File: src/rtl/moore_pkg.sv
// moore_pkg: shared types and helpers for the table-driven Moore machine.
package moore_pkg;
    typedef enum logic {CFG_NEXT = 1'b0, CFG_OUT = 1'b1} cfg_sel_e;
    localparam int STEP_CNT_W = 16;
    function automatic int clog2_min1(input int n);
        return (n > 2) ? $clog2(n) : 1;
    endfunction
endpackage

File: src/rtl/moore_table.sv
// moore_table: flop-based next-state/output tables with range-checked write port and two read ports.
module moore_table
    import moore_pkg::*;
#(
    parameter int N_STATES = 4,
    parameter int IN_W     = 2,
    parameter int OUT_W    = 1,
    parameter int STATE_W  = 2,
    parameter int ADDR_W   = 4,
    parameter int CFG_W    = 2
) (
    input  logic               clk,
    input  logic               reset_n,
    input  logic               we,
    input  logic               sel,
    input  logic [ADDR_W-1:0]  addr,
    input  logic [CFG_W-1:0]   data,
    input  logic [STATE_W-1:0] rd_state,
    input  logic [IN_W-1:0]    rd_sym,
    output logic [STATE_W-1:0] nxt_o,
    output logic [OUT_W-1:0]   out_o,
    output logic               wr_err_o
);
    localparam int COLS = 2 ** IN_W;
    localparam logic [STATE_W:0] LIMIT = (STATE_W + 1)'(N_STATES);

    logic [STATE_W-1:0] nxt_q [N_STATES][COLS];
    logic [OUT_W-1:0]   out_q [N_STATES];
    logic [STATE_W-1:0] st_f;
    logic [IN_W-1:0]    sym_f;
    logic               bad;

    assign st_f  = addr[ADDR_W-1:IN_W];
    assign sym_f = addr[IN_W-1:0];
    // a table can never hold an illegal state, so both the row and the stored next state are checked
    assign bad   = ({1'b0, st_f} >= LIMIT) ||
                   (sel == CFG_NEXT && {1'b0, data[STATE_W-1:0]} >= LIMIT);

    always_ff @(posedge clk or negedge reset_n) begin
        if (!reset_n) begin
            for (int s = 0; s < N_STATES; s++) begin
                for (int i = 0; i < COLS; i++) nxt_q[s][i] <= STATE_W'(s);
                out_q[s] <= '0;
            end
        end else if (we && !bad) begin
            if (sel == CFG_NEXT) nxt_q[st_f][sym_f] <= data[STATE_W-1:0];
            else out_q[st_f] <= data[OUT_W-1:0];
        end
    end

    assign nxt_o    = nxt_q[rd_state][rd_sym];
    assign out_o    = out_q[rd_state];
    assign wr_err_o = we && bad;
endmodule

File: src/rtl/moore_table_fsm.sv
// moore_table_fsm: run-time programmable Moore machine (state register, load/step priority, sticky err).
// Optional step counter output enabled by defining MOORE_STEP_CNT_EN.
module moore_table_fsm
    import moore_pkg::*;
#(
    parameter int N_STATES    = 4,
    parameter int IN_W        = 2,
    parameter int OUT_W       = 1,
    parameter int RESET_STATE = 0,
    localparam int STATE_W    = clog2_min1(N_STATES),
    localparam int ADDR_W     = STATE_W + IN_W,
    localparam int CFG_W      = (STATE_W > OUT_W) ? STATE_W : OUT_W
) (
    input  logic               clk,
    input  logic               reset_n,
    input  logic [IN_W-1:0]    sw_in,
    input  logic               ctrl_in,
    input  logic               state_ld,
    input  logic [STATE_W-1:0] state_in,
    input  logic               cfg_we,
    input  logic               cfg_sel,
    input  logic [ADDR_W-1:0]  cfg_addr,
    input  logic [CFG_W-1:0]   cfg_data,
    output logic [STATE_W-1:0] state,
    output logic [OUT_W-1:0]   out,
    output logic               err
`ifdef MOORE_STEP_CNT_EN
    ,output logic [STEP_CNT_W-1:0] step_cnt
`endif
);
    localparam logic [STATE_W:0] LIMIT = (STATE_W + 1)'(N_STATES);

    logic [STATE_W-1:0] state_q, nxt;
    logic               err_q, wr_err, ld_ok;

    moore_table #(
        .N_STATES(N_STATES), .IN_W(IN_W), .OUT_W(OUT_W),
        .STATE_W(STATE_W), .ADDR_W(ADDR_W), .CFG_W(CFG_W)
    ) u_table (
        .clk(clk), .reset_n(reset_n), .we(cfg_we), .sel(cfg_sel),
        .addr(cfg_addr), .data(cfg_data), .rd_state(state_q), .rd_sym(sw_in),
        .nxt_o(nxt), .out_o(out), .wr_err_o(wr_err)
    );

    assign ld_ok = {1'b0, state_in} < LIMIT;

    // a rejected cfg write in the same cycle as a valid load still leaves err set
    always_ff @(posedge clk or negedge reset_n) begin
        if (!reset_n) begin
            state_q <= STATE_W'(RESET_STATE);
            err_q   <= 1'b0;
        end else begin
            if (state_ld) begin
                state_q <= ld_ok ? state_in : state_q;
                err_q   <= !ld_ok;
            end else if (ctrl_in) begin
                state_q <= nxt;
            end
            if (wr_err) err_q <= 1'b1;
        end
    end

`ifdef MOORE_STEP_CNT_EN
    logic [STEP_CNT_W-1:0] cnt_q;
    always_ff @(posedge clk or negedge reset_n) begin
        if (!reset_n) cnt_q <= '0;
        else if (state_ld) cnt_q <= '0;
        else if (ctrl_in && cnt_q != '1) cnt_q <= cnt_q + 1'b1;
    end
    assign step_cnt = cnt_q;
`endif

    assign state = state_q;
    assign err   = err_q;
endmodule

File: config.mk
export PLATFORM = sky130hd
export DESIGN_NAME = moore_table_fsm
export DESIGN_NICKNAME = d
export VERILOG_FILES = /design/src/rtl/moore_pkg.sv /design/src/rtl/moore_table.sv /design/src/rtl/moore_table_fsm.sv
export SDC_FILE = /design/constraint.sdc
export NUM_CORES = 1
export LEC_CHECK = 0
export BUFFER_PORTS_ARGS = -buffer_cell sky130_fd_sc_hd__buf_2
export CELL_PAD_IN_SITES_DETAIL_PLACEMENT = 2
export CELL_PAD_IN_SITES_GLOBAL_PLACEMENT = 2
export CORE_MARGIN = 5
export CORE_UTILIZATION = 40
export CTS_BUF_LIST = sky130_fd_sc_hd__clkbuf_2
export DETAILED_ROUTE_END_ITERATION = 8
export PLACE_DENSITY_LB_ADDON = 0.1
export SLEW_MARGIN = 20
export SYNTH_ARGS = -nofsm -noshare
export SYNTH_HDL_FRONTEND = slang
export SYNTH_HIERARCHICAL = 1
export SYNTH_SLANG_ARGS = --single-unit
File: constraint.sdc
create_clock -name clk -period 2.1 [get_ports clk]
set_clock_uncertainty 0.15 [all_clocks]
set_input_delay 0.21 -clock clk [delete_from_list [all_inputs] [get_ports clk]]
set_output_delay 0.21 -clock clk [all_outputs]
set_load 0.02 [all_outputs]
### After elaboration in Yosys (flattened, before gate mapping)

Index checks and enable logic that the tools add are counted.
W data, S select, Z words.

* bits in registers: 38
* input bits: 16
* output and inout port bits: 4
* logic and storage cells: 56

* order comparisons: 6
* mux-type cells: 19
* bitwise operators: 5
* reductions and logical operators: 5

Operators with widths (number)
* $bwmux W32: 1
* $mux W8: 3
* $bmux W8 S2: 1
* $demux W8 S2: 1
* $ge A3 B3 Y1 const B: 4
* $not A2 Y3: 4
* $mux W2: 5
* $lt A3 B1 Y1 const B: 2
* $bmux W2 S2: 1
* $bwmux W4: 1
* $demux W2 S2: 1
* $reduce_and A2 Y1: 2
* $mux W1: 3
* $bmux W1 S2: 1
* $demux W1 S2: 1
* $logic_and A1 B1 Y1: 2
* $reduce_bool A2 Y1: 1
* $not A1 Y1: 1

### Longest topological paths before layout

* depth in word-level cells: 9
* mapped depth: 6
* depth with buffers taken out: 5

### Modules after synthesis

Netlist, hierarchy kept.

By module, submodules not included
* moore_table: times used 1, cells each 127, area an instance 1829.3 µm², seq. area each 920.9 µm²
* moore_table_fsm: times used 1, cells each 11, area an instance 123.9 µm², seq. area each 75.1 µm²

### Worst setup path before layout

Ideal clock, no wire load.

* path kind: reg-to-reg
* start: register state_q[0], in the netlist state[0]
* end: register state_q[1], in the netlist state[1]
* setup time: 0.121 ns
* data arrival time: 1.601 ns
* required time: 1.829 ns
* path slack: 0.229 ns
* cell stages (with the launch flop): 7
* buffers on the path: 1
* clock period less this slack: 1.871 ns
* path through: dfrtp_1 buf_6 mux4_2 a22oi_1 nand3_1 mux2i_1 o21ai_1

* longest elaborated chain between the ends: 9

RTL lines
* start: declaration: line moore_table_fsm.sv:33 `logic [STATE_W-1:0] state_q, nxt;`
* start signal: assignment: line moore_table_fsm.sv:50 `state_q <= STATE_W'(RESET_STATE);`
* start signal: assignment: line moore_table_fsm.sv:54 `state_q <= ld_ok ? state_in : state_q;`
* start signal: assignment: line moore_table_fsm.sv:57 `state_q <= nxt;`
* $not A2 Y3 (implied by the code): line moore_table.sv:51 `assign nxt_o = nxt_q[rd_state][rd_sym];`
* $bmux W8 S2: line moore_table.sv:51
* $mux W8 (implied by the code) (2 in a row): line moore_table.sv:51
* $bmux W2 S2: line moore_table.sv:51
* $mux W2 (implied by the code) (2 in a row): line moore_table.sv:51
* net nxt[1]: line moore_table_fsm.sv:33
* $mux W2: line moore_table_fsm.sv:56 `end else if (ctrl_in) begin`
* $mux W2: line moore_table_fsm.sv:53 `if (state_ld) begin`

The timed path passes the listed nets, and every way through them passes these cells. The select of a mux whose other input is x is not followed.
A chain may end at the register's enable or synchronous reset.

### Final worst setup path

* start: register state_q[0], in the netlist state[0]
* end: output out

* longest elaborated chain between the ends: 4

RTL lines
* $not A2 Y3 (implied by the code): line moore_table.sv:52 `assign out_o = out_q[rd_state];`
* $bmux W1 S2: line moore_table.sv:52
* $mux W1 (implied by the code) (2 in a row): line moore_table.sv:52
* end: declaration: line moore_table_fsm.sv:25 `output logic [OUT_W-1:0] out,`

No other way between the ends. The select of a mux whose other input is x is not followed.

==> flow_metrics.tcl <==
set metrics [dict create \
    synth_area_per_cell_um2 14.2 \
    synth_nets 154 \
    antenna_found_initial 0 \
    required_ps 1740 \
    die_x_um 79.9 \
    timing.fmax_mhz 505 \
    holdWs_ps 72.6 \
    final_nets 184 \
    worst_pin_slew_ps 890 \
    die_area_um2 6380 \
    synth_cells 138 \
    clk_pin_slew_worst_paths_ps 200 \
    grt_overflow 0 \
    drive_gt1_share_pct 56.8 \
    final_common_cell "mux2_2" \
    drtIter0Drc 45 \
    vias 1261 \
    core_area_um2 4720 \
    ir_drop_mv 0.317 \
    drt_drc_violations_left 0 \
    synth_cell_types 27 \
    ys_ff_latch 39 \
    dp_slack_ps 105 \
    slew_viol_final 0 \
    start_util_pct 41.4 \
    place_congestion 0.806 \
    endpoint_kind "output pin" \
    post_drt_wl_per_cell_um 20.7 \
    postRouteAntennaNets 0 \
    numCtsBuffers 5 \
    hpwlAfterDp_mm 3.51 \
    p_leak_uw 0.000980 \
    p_per_area_nw_per_um2 892 \
    crit_type "reg2out" \
    hp-class "in2reg" \
    vias_per_cell 5.34 \
    syn_to_final_growth_pct 16.8 \
    netlist_area_um2 1950 \
    critPathArrivalTime_ps 1620 \
    final.min_clock_period_ps 1980 \
    layout_setup_ws_ps 120 \
    std_cell_rows 25 \
    relSlewSlack_pct 40.7 \
    cts_buffer_depth 2 \
    mostFrequentLayoutCells "mux2_2 (32), dfrtp_1 (22), buf_2 (19)" \
    grt_pass1_vias 1499 \
    worstSetupStartpointType "flip-flop" \
    cts_tree "yes" \
    cts_root_buf "clkbuf_2" \
    numPortBuffers 19 \
    ys_seq_area_share_pct 51.0 \
    dr.pass1.iters 4 \
    status "finished clean" \
    cts_sinks 39 \
    grt_pass1_wl_mm 8.16 \
    diodes 0 \
    pin_count 20 \
    setup-tns-final_ps 0 \
    rsz0062_at_grt "no" \
    ys_warn_count 6 \
    grt_max_degree 40 \
    cap_violations 0 \
    drt_wl_total_mm 4.88 \
    final_util_pct 48.3 \
    setup-violations-final 0 \
    worstPathMaxFanout 3 \
    power_uw 2030 \
    finalHoldViolations 0 \
    dieHeight_um 79.9 \
    track_usage_pct 17.2 \
    h-tree-depth 2 \
    period_share_pct 94.3 \
    clk_latency_ps 390 \
]
-- worst paths after layout --
check	to	cells past startpoint	from	slack, ps
min in group asynchronous	u_table/nxt_q[21]	2	reset_n	310
min reg2reg	err	1	err	360
max reg2reg	state[0]	6	state[0]	190
max	out	3	state[0]	120
min	u_table/out_q[2]	3	cfg_sel	70
max in group asynchronous	state[0]	2	reset_n	880
-- cells in the mapped netlist --
master    count  area share, %
nand4_1       1           0.32
and2b_1       2           0.77
o21ai_1       2           0.51
dfstp_2      16             22
and3_2        1           0.38
dfrtp_1      23             29
clkbuf_1      4           0.77
and4bb_1      2            1.3
buf_6         1           0.58
a22oi_1       2           0.77
a21o_1        1           0.38
nand2_1      14            2.7
mux2_2       32             18
and3_4        2            1.2
mux2_4        4            3.1
nor4b_4       1            1.2
nor2_1        3           0.58
and3_1        1           0.32
nand3_1       6            1.5
nor2b_1       4            1.3
nand2b_1      1           0.32
conb_1        1           0.19
buf_4         1           0.38
nand4b_1      1           0.45
mux4_2        9             10
mux2i_1       2            1.0
inv_1         1           0.19
-- cell families (layout without fill, tap and decap cells) --
logic type	after synthesis	in the layout	synth area share [%]
buffers and inverters	7	38	1.92
other	1	1	0.192
multiplexers	47	47	32.9
AND/OR/NAND/NOR	39	39	12.3
flip-flops	39	39	51.0
AO/OA/AOI/OAI	5	5	1.67
-- metrics by stage --
stage / instances / area [um^2]
floorplan: 138 / 1950
global placement: 220 / 2110
detailed placement: 220 / 2110
CTS: 236 / 2280
global route: 236 / 2280
finish: 236 / 2280
-- critical path: stages (launching register included) --
cell and delay [ps]:
dfrtp_2 420, buf_4 140, mux4_2 500, buf_2 180
-- flip-flops by register name (all words and copies together) (netlist names) --
register,flops
u_table/nxt_q,32
u_table/out_q,4
state,2
err,1
-- area by class of cell --
type	count	area, um^2
clock buffers	6	30.0
clock inverters	2	60.1
fillers	462	2440
inverters	1	3.75
multi-input cells	92	920
flip-flops and latches	39	997
well taps	67	83.8
repair buffers	29	188
-- metal layers --
metal | global-route usage, % | part of all wire (%) | vias up | wire length (um)
li1 | - | - | 562 | -
met3 | 4.06 | 3.1 | 6 | 153
met5 | 0 | 0 | - | 0
met2 | 29.8 | 51 | 22 | 2480
met1 | 21.8 | 45 | 671 | 2210
met4 | 3.55 | 0.76 | 0 | 37
-- repair_timing --
action	CTS	global route
hold buffers	7	0
endpoints found under the hold margin	26	0
resized for setup	1	0
setup endpoints to repair	1	0
setup buffers	1	0
-- power by group --
group	switching, uW	internal (uW)
combinational	168	247
clock	260	326
sequential	96.7	937
total	524	1510
Note: power is estimated with default switching activity, not from simulation.
